===== config.mk =====
export PLATFORM = sky130hd
export DESIGN_NAME = pulse_gen_flat
export DESIGN_NICKNAME = d
export VERILOG_FILES = /design/src/rtl/pulse_gen_pkg.sv /design/src/rtl/pulse_gen_if.sv /design/src/rtl/pulse_gen_cnt.sv /design/src/rtl/pulse_gen.sv /design/src/flat_wrapper.sv
export SDC_FILE = /design/constraint.sdc
export NUM_CORES = 1
export LEC_CHECK = 0
export BUFFER_PORTS_ARGS = -buffer_cell sky130_fd_sc_hd__buf_2
export CELL_PAD_IN_SITES_DETAIL_PLACEMENT = 0
export CELL_PAD_IN_SITES_GLOBAL_PLACEMENT = 1
export CORE_MARGIN = 1
export CORE_UTILIZATION = 35
export CTS_CLUSTER_SIZE = 40
export DETAILED_ROUTE_END_ITERATION = 7
export HOLD_SLACK_MARGIN = 0.08
export PLACE_DENSITY = 0.62
export SYNTH_ARGS = -nofsm -noshare
export SYNTH_HDL_FRONTEND = slang
export SYNTH_SLANG_ARGS = --single-unit

===== constraint.sdc =====
create_clock -name clk -period 6.5 [get_ports clk]
set_input_delay 0.975 -clock clk [delete_from_list [all_inputs] [get_ports clk]]
set_output_delay 0.975 -clock clk [all_outputs]
set_load 0.005 [all_outputs]

===== src/rtl/pulse_gen_pkg.sv =====
// Shared types and helpers for the pulse generator: FSM state encoding,
// the minimum inter-pulse gap and the zero-width saturation rule.
package pulse_gen_pkg;

  typedef enum logic [1:0] {
    IDLE = 2'd0,
    HIGH = 2'd1,
    GAP  = 2'd2
  } state_t;

  localparam int MIN_GAP = 1;

  // A requested width of zero still produces a one-cycle pulse.
  function automatic int unsigned w_eff(input int unsigned w);
    return (w == 0) ? 1 : w;
  endfunction

endpackage


===== src/rtl/pulse_gen_if.sv =====
// Trigger request / pulse output bundle of the pulse generator.
// The master drives trig/width, the slave (generator) returns the status.
interface pulse_gen_if #(
  parameter int CNT_W = 8
) ();

  logic             trig;
  logic [CNT_W-1:0] width;
  logic             sig_out;
  logic             busy;
  logic             done;
  logic             dropped;

  modport master (
    output trig,
    output width,
    input  sig_out,
    input  busy,
    input  done,
    input  dropped
  );

  modport slave (
    input  trig,
    input  width,
    output sig_out,
    output busy,
    output done,
    output dropped
  );

endinterface


===== src/rtl/pulse_gen_cnt.sv =====
// Loadable down-counter shared by the HIGH and GAP phases of pulse_gen.
// Load wins over decrement; decrement saturates at zero so it never wraps.
module pulse_gen_cnt #(
  parameter int CNT_W = 8
) (
  input  logic             clk,
  input  logic             rst_n,
  input  logic             load,
  input  logic [CNT_W-1:0] load_val,
  input  logic             dec,
  output logic [CNT_W-1:0] cnt,
  output logic             zero
);

  localparam logic [CNT_W-1:0] ONE = CNT_W'(1);

  always_ff @(posedge clk or negedge rst_n) begin
    if (!rst_n) begin
      cnt <= '0;
    end else if (load) begin
      cnt <= load_val;
    end else if (dec && (cnt != '0)) begin
      cnt <= cnt - ONE;
    end
  end

  assign zero = (cnt == '0);

endmodule


===== src/rtl/pulse_gen.sv =====
// Trigger-to-pulse generator with a one-deep request queue and a guaranteed
// low gap between pulses. Define PULSE_GEN_RETRIG_EN to let a trigger during
// a pulse extend it instead of queueing a second pulse.
module pulse_gen
  import pulse_gen_pkg::*;
#(
  parameter int CNT_W   = 8,
  parameter int GAP_CYC = 1
) (
  input  logic         clk,
  input  logic         rst_n,
  pulse_gen_if.slave   bus
);

  if (GAP_CYC < MIN_GAP) begin : g_gap_min_chk
    $error("pulse_gen: GAP_CYC must be at least MIN_GAP");
  end
  if (GAP_CYC > (2 ** CNT_W)) begin : g_gap_max_chk
    $error("pulse_gen: GAP_CYC-1 must fit in CNT_W bits");
  end

`ifdef PULSE_GEN_RETRIG_EN
  localparam bit RETRIG = 1'b1;
`else
  localparam bit RETRIG = 1'b0;
`endif

  localparam logic [CNT_W-1:0] ONE      = CNT_W'(1);
  localparam logic [CNT_W-1:0] GAP_LOAD = CNT_W'(GAP_CYC - 1);

  state_t           state, state_nxt;
  logic             pending, pend_nxt;
  logic [CNT_W-1:0] pend_w, pend_w_nxt;
  logic             sig_q, sig_nxt;
  logic             done_q, done_nxt;
  logic             drop_q, drop_nxt;
  logic             queue_req;

  logic             cnt_load;
  logic [CNT_W-1:0] cnt_load_val;
  logic             cnt_dec;
  logic [CNT_W-1:0] cnt;
  logic             cnt_zero;
  logic [CNT_W-1:0] trig_w;

  assign trig_w = CNT_W'(w_eff(32'(bus.width)));

  pulse_gen_cnt #(
    .CNT_W (CNT_W)
  ) u_cnt (
    .clk      (clk),
    .rst_n    (rst_n),
    .load     (cnt_load),
    .load_val (cnt_load_val),
    .dec      (cnt_dec),
    .cnt      (cnt),
    .zero     (cnt_zero)
  );

  always_ff @(posedge clk or negedge rst_n) begin
    if (!rst_n) begin
      state   <= IDLE;
      pending <= 1'b0;
      pend_w  <= '0;
      sig_q   <= 1'b0;
      done_q  <= 1'b0;
      drop_q  <= 1'b0;
    end else begin
      state   <= state_nxt;
      pending <= pend_nxt;
      pend_w  <= pend_w_nxt;
      sig_q   <= sig_nxt;
      done_q  <= done_nxt;
      drop_q  <= drop_nxt;
    end
  end

  always_comb begin
    state_nxt    = state;
    pend_nxt     = pending;
    pend_w_nxt   = pend_w;
    cnt_load     = 1'b0;
    cnt_load_val = '0;
    cnt_dec      = 1'b0;
    sig_nxt      = 1'b0;
    done_nxt     = 1'b0;
    drop_nxt     = 1'b0;
    queue_req    = 1'b0;

    case (state)
      IDLE: begin
        if (bus.trig) begin
          state_nxt    = HIGH;
          cnt_load     = 1'b1;
          cnt_load_val = trig_w - ONE;
          sig_nxt      = 1'b1;
        end
      end

      HIGH: begin
        sig_nxt = 1'b1;
        if (RETRIG && bus.trig) begin
          // Extension also covers the last high cycle, so no gap is inserted.
          cnt_load     = 1'b1;
          cnt_load_val = trig_w - ONE;
        end else if (!cnt_zero) begin
          cnt_dec = 1'b1;
        end else begin
          state_nxt    = GAP;
          cnt_load     = 1'b1;
          cnt_load_val = GAP_LOAD;
          sig_nxt      = 1'b0;
          done_nxt     = 1'b1;
        end
        queue_req = !RETRIG && bus.trig;
      end

      GAP: begin
        if (!cnt_zero) begin
          cnt_dec   = 1'b1;
          queue_req = bus.trig;
        end else if (pending) begin
          // The queued request goes first; a coincident trigger refills the slot.
          state_nxt    = HIGH;
          cnt_load     = 1'b1;
          cnt_load_val = pend_w - ONE;
          sig_nxt      = 1'b1;
          pend_nxt     = bus.trig;
          if (bus.trig) begin
            pend_w_nxt = trig_w;
          end
        end else if (bus.trig) begin
          state_nxt    = HIGH;
          cnt_load     = 1'b1;
          cnt_load_val = trig_w - ONE;
          sig_nxt      = 1'b1;
        end else begin
          state_nxt = IDLE;
        end
      end

      default: begin
        state_nxt = IDLE;
      end
    endcase

    if (queue_req) begin
      if (pending) begin
        drop_nxt = 1'b1;
      end else begin
        pend_nxt   = 1'b1;
        pend_w_nxt = trig_w;
      end
    end
  end

  assign bus.sig_out = sig_q;
  assign bus.done    = done_q;
  assign bus.dropped = drop_q;
  assign bus.busy    = (state != IDLE) || pending;

endmodule


===== src/flat_wrapper.sv =====
// flat-port wrapper written by rule: the top's interface ports become plain ports
module pulse_gen_flat import pulse_gen_pkg::*;
#(
  parameter int CNT_W   = 8,
  parameter int GAP_CYC = 1
)
  (clk, rst_n, bus_trig, bus_width, bus_sig_out, bus_busy, bus_done, bus_dropped);
  pulse_gen_if #(.CNT_W(CNT_W)) bus_i ();
  input  logic clk;
  input  logic rst_n;
  input wire logic [$bits(bus_i.trig)-1:0] bus_trig;
  input wire logic [$bits(bus_i.width)-1:0] bus_width;
  output wire logic [$bits(bus_i.sig_out)-1:0] bus_sig_out;
  output wire logic [$bits(bus_i.busy)-1:0] bus_busy;
  output wire logic [$bits(bus_i.done)-1:0] bus_done;
  output wire logic [$bits(bus_i.dropped)-1:0] bus_dropped;
  assign bus_i.trig = bus_trig;
  assign bus_i.width = bus_width;
  assign bus_sig_out = bus_i.sig_out;
  assign bus_busy = bus_i.busy;
  assign bus_done = bus_i.done;
  assign bus_dropped = bus_i.dropped;
  pulse_gen #(.CNT_W(CNT_W), .GAP_CYC(GAP_CYC)) u_core (.clk(clk), .rst_n(rst_n), .bus(bus_i));
endmodule

After elaboration in Yosys (flattened, before gate mapping)
Index checks and enable logic that the tools add are counted.
- $add $sub $neg: 3
- equality and inequality tests: 5
- mux-type cells: 37
- reduce and logical (&&, ||, !) cells: 10
- operators by type and width (operator ; count):
    $mux 8 ; 12
    $sub 8x1->8 const B ; 3
    $logic_not 8->1 ; 2
    $mux 1 ; 16
    $pmux 8 s2 ; 1
    $mux 2 ; 4
    $reduce_bool 8->1 ; 1
    $pmux 1 s3 ; 2
    $pmux 2 s3 ; 1
    $ne 2x1->1 const B ; 2
    $reduce_bool 2->1 ; 2
    $reduce_and 3->1 ; 1
    $eq 2x1->1 const B ; 1
    $eq 2x2->1 const B ; 1
    $logic_not 2->1 ; 1
    $ne 2x2->1 const B ; 1
    $pmux 1 s2 ; 1
    $reduce_or 2->1 ; 1
    $logic_and 1x1->1 ; 1
    $logic_or 1x1->1 ; 1
- bits in registers: 22
- output and inout bits: 4
- word-level logic and storage cells: 62

Longest topological paths before layout
- depth after elaboration: 8
- mapped depth: 9

Modules after synthesis
Synthesis repeated with hierarchy kept, for this count alone.
- cells, all modules: 160
- area total of the unflattened synthesis: 1549.0 um^2
- by module, submodules not included (module ; instances ; cells each ; area each (um^2) ; sequential area each (um^2)):
    pulse_gen ; 1 ; 102 ; 1021.0 ; 350.3
    pulse_gen_cnt ; 1 ; 58 ; 528.0 ; 200.2

Least setup slack after synthesis
Ideal clock, no wire load.
- kind: input to register
- start: input bus_width[3]
- end: register u_core.u_cnt.cnt[4]
- setup time: 134 ps
- arrival: 2322 ps
- required time: 6366 ps
- path slack: 4043 ps
- cell stages on the path: 9
- buffers on the path: 0
- path through: nor4_1 a31o_2 inv_1 ha_1 nor3b_1 xnor2_1 o32ai_1 o211ai_1 o21ai_1
- longest elaborated chain between the ends: 8
- ends and longest elaborated chain (what ; RTL line ; text):
    start, declared ; flat_wrapper.sv:12 ; input wire logic [$bits(bus_i.width)-1:0] bus_width;
    $logic_not 8->1 ; pulse_gen_pkg.sv:15 ; return (w == 0) ? 1 : w;
    $mux 8 * ; pulse_gen_pkg.sv:15 ;
    $sub 8x1->8 * ; pulse_gen.sv:95, pulse_gen.sv:135 ;
    $mux 8 * ; pulse_gen.sv:92, pulse_gen.sv:132 ;
    $mux 8 ; pulse_gen.sv:122 ; end else if (pending) begin
    $mux 8 ; pulse_gen.sv:119 ; if (!cnt_zero) begin
    $pmux 8 s2 * ; pulse_gen.sv:90 ; case (state)
    $mux 8 * ; pulse_gen_cnt.sv:20 ; end else if (load) begin
    end signal, assigned ; pulse_gen_cnt.sv:21 ; cnt <= load_val;
    end signal, assigned ; pulse_gen_cnt.sv:23 ; cnt <= cnt - ONE;
    end, declared ; pulse_gen_cnt.sv:11 ; output logic [CNT_W-1:0] cnt,
Every way passes the cells marked *; elsewhere a longest branch is shown, timed or not.
A chain may end at the register's enable or synchronous reset.

Worst setup path in the final report
Same ends and word-level chain as after synthesis.

==> reports/metrics.cfg <==
[pwr]
peakVddDrop_uv=71.0
power_mw=0.288
power_density_nw_per_um2=166
p_leak_nw=0.743

[synthesis]
synthesis.nets=176
synth.distinct_cells=46
synthesis.instances=157
synth.area.top_cells=dfrtp_1, ha_1, mux2_4
yosysSeqAreaShare=0.351
synth_area_leader_cell=dfrtp_1
synthArstFlopShare=1.00
synth.avg_cell_area_um2=9.99
yosysWarnings=0
synth-edff-count=0
yosysTopAreaCellShare=0.351
synth_area_um2=1570
ys_ff_latch=22
synth_top_flop_cell=dfrtp_1

[global_route]
grt-ovfl-total=0
antenna_found_initial=0
grt_max_degree=23
grt_pass1_wl_mm=5.97
grt_usage=0.175
grt_pass1_vias=1190

[timing]
fin_ws_ns=3.93
setup_viol=0
fmax_ghz=0.390
drv_slew=0
worst_pin_slew_ns=0.630
grt_setup_unrepaired=no
whs_ns=0.563
skew_ns=0.00356
timing.slew.headroom=0.578
final.period_utilization=0.395
fin_tns_setup_ns=0
timing.final.crit_period_ns=2.57
hold_violations=0

[critical_path]
cp.arrival_ns=2.71
worstSetupStartpointType=input pin
ff2ff_setup_slack_ns=4.19
cp_max_fo=5
reg2reg_from=u_core.u_cnt.cnt[0]
end_kind=flop
reg2reg_to=u_core.u_cnt.cnt[2]
path_class=input pin to flop
required_ns=6.64
r2r_cells=7

[detailed_routing]
avgRoutedWirePerCell_um=15.3
routed-wl-met3_um=46
drt-total-wl_mm=3.42
routedLengthMet1_mm=1.80
wl_met2_mm=1.52
drt_iter0_drc=35
vias_per_cell=5.30
ant_nets=0
dr.max_layer_used=met4
drt_pass1_iterations=5
vias=1182
drc_errors=0

[clock_network]
insertion_delay_ns=0.27
cts_root_buf=clkbuf_8
clk_pin_slew_ns=0.08
cts_buffers=3
cts_buffer_depth=2
cts_setup_buffers=0
cts_sinks=22
hold_buffers=0
ctsResizeCount=0
cts_tree=yes
h-tree-depth=1

[cells_and_area]
drive_gt1_frac=0.225
area_growth_syn_to_layout_pct=11.0
fillers=411
n_antenna_cell=0
layout.nets=193
final_util=0.420

[hold_path]
min_path_type=flop to flop
whs_path_depth=1
hold_end=u_core.pend_w[7]
min-delay-start=u_core.pend_w[7]

[placed_design]
post-place-ws_ns=3.66
hpwl_mm=2.70
port_buffers=14
gp_congestion=0.891

[floorplan]
die_x_um=69.0
fp.dieH_um=69.0
ioPinCount=15
coreArea_um2=4140
num_rows=23
start_util=0.379
dieArea_um2=4750

[job]
drv_cap=0

[outcome]
status=completed

-- flip-flops by register name, indices dropped and copies added (netlist names) --
signal	count
u_core.pend_w	8
u_core.u_cnt.cnt	8
u_core.state	2
u_core.bus.done	1
u_core.bus.dropped	1
u_core.bus.sig_out	1
u_core.pending	1
-- how the worst max path moves through the flow --
stage | from | end | cells past startpoint
floorplan | bus_width[3] | u_core.u_cnt.cnt[4] | 9
global placement | bus_width[3] | u_core.u_cnt.cnt[4] | 10
detailed placement | bus_width[3] | u_core.u_cnt.cnt[4] | 10
CTS | bus_width[3] | u_core.u_cnt.cnt[4] | 10
global route | bus_width[3] | u_core.u_cnt.cnt[4] | 10
finish | bus_width[3] | u_core.u_cnt.cnt[4] | 10
-- layer usage --
| layer | GRT usage | vias to the layer above |
|---|---|---|
| met5 | 0 | - |
| met4 | 0.0612 | 0 |
| met3 | 0.0197 | 5 |
| met2 | 0.272 | 11 |
| met1 | 0.249 | 562 |
| li1 | - | 604 |
-- where the power goes --
group	internal [mW]	total (mW)	switching (mW)
clock network	0.0541	0.101	0.0466
logic	0.0177	0.0366	0.0189
registers	0.144	0.151	0.00754
total	0.215	0.288	0.0730
-- worst max-delay path: stages --
cell and delay, ns:
buf_2 0.13, nor4_1 0.50, a31o_2 0.26, inv_1 0.06, ha_1 0.20, nor3b_1 0.16, xnor2_1 0.14, o32ai_1 0.11
o211ai_1 0.10, o21ai_1 0.08
-- metrics by stage --
step,instance area (µm²),cells
2_1_floorplan,1570,157
3_3_place_gp,1690,219
5_1_grt,1740,223
3_5_place_dp,1690,219
6_report,1740,223
4_1_cts,1740,223
-- kinds of logic (layout without fill, tap and decap cells) --
kind of cell / count (synthesis) / in the layout / synth area share
simple gates: 45 / 45 / 0.164
xor+xnor: 14 / 14 / 0.0782
mux: 14 / 14 / 0.112
buf+inv: 15 / 31 / 0.0407
compound gates: 39 / 39 / 0.191
flops: 22 / 22 / 0.351
fa+ha+maj: 8 / 8 / 0.0638
-- synth_stat cells, types with 2 or more instances --
cell,n
dfrtp_1,22
a21oi_1,14
inv_1,13
nand2_1,12
nor2_1,11
xor2_1,9
ha_1,8
mux2_4,6
xnor2_1,5
mux2_2,4
mux2i_1,4
nor3_1,4
o21ai_0,4
a221oi_1,3
nand3_1,2
nor2b_1,2
nor3b_1,2
nor4_1,2
o22ai_1,2
or4_1,2
-- placed cells by master (no fill, tap or decap), types with 2 or more instances in the layout --
cell type and n:
mux2i_1 4, nand2_1 12, xor2_1 9, dfrtp_1 22, a21oi_1 14, ha_1 8, nor3b_1 2, nor4_1 2
xnor2_1 5, o22ai_1 2, clkbuf_8 4, a221oi_1 3, nand3_1 2, o21ai_0 4, nor2b_1 2, or4_1 2
buf_2 14, mux2_2 4, inv_1 13, nor2_1 11, mux2_4 6, nor3_1 4
-- area by class of cell --
cell class	instances	area [µm²]	share of cell area
Multi-Input combinational cell	120	955	0.548
Clock buffer	4	55.1	0.0316
Sequential cell	22	551	0.316
Inverter	13	48.8	0.0280
Tap cell	50	62.6	0.0359
Timing Repair Buffer	14	70.1	0.0402
No activity file was read; power rests on OpenSTA's default activity.
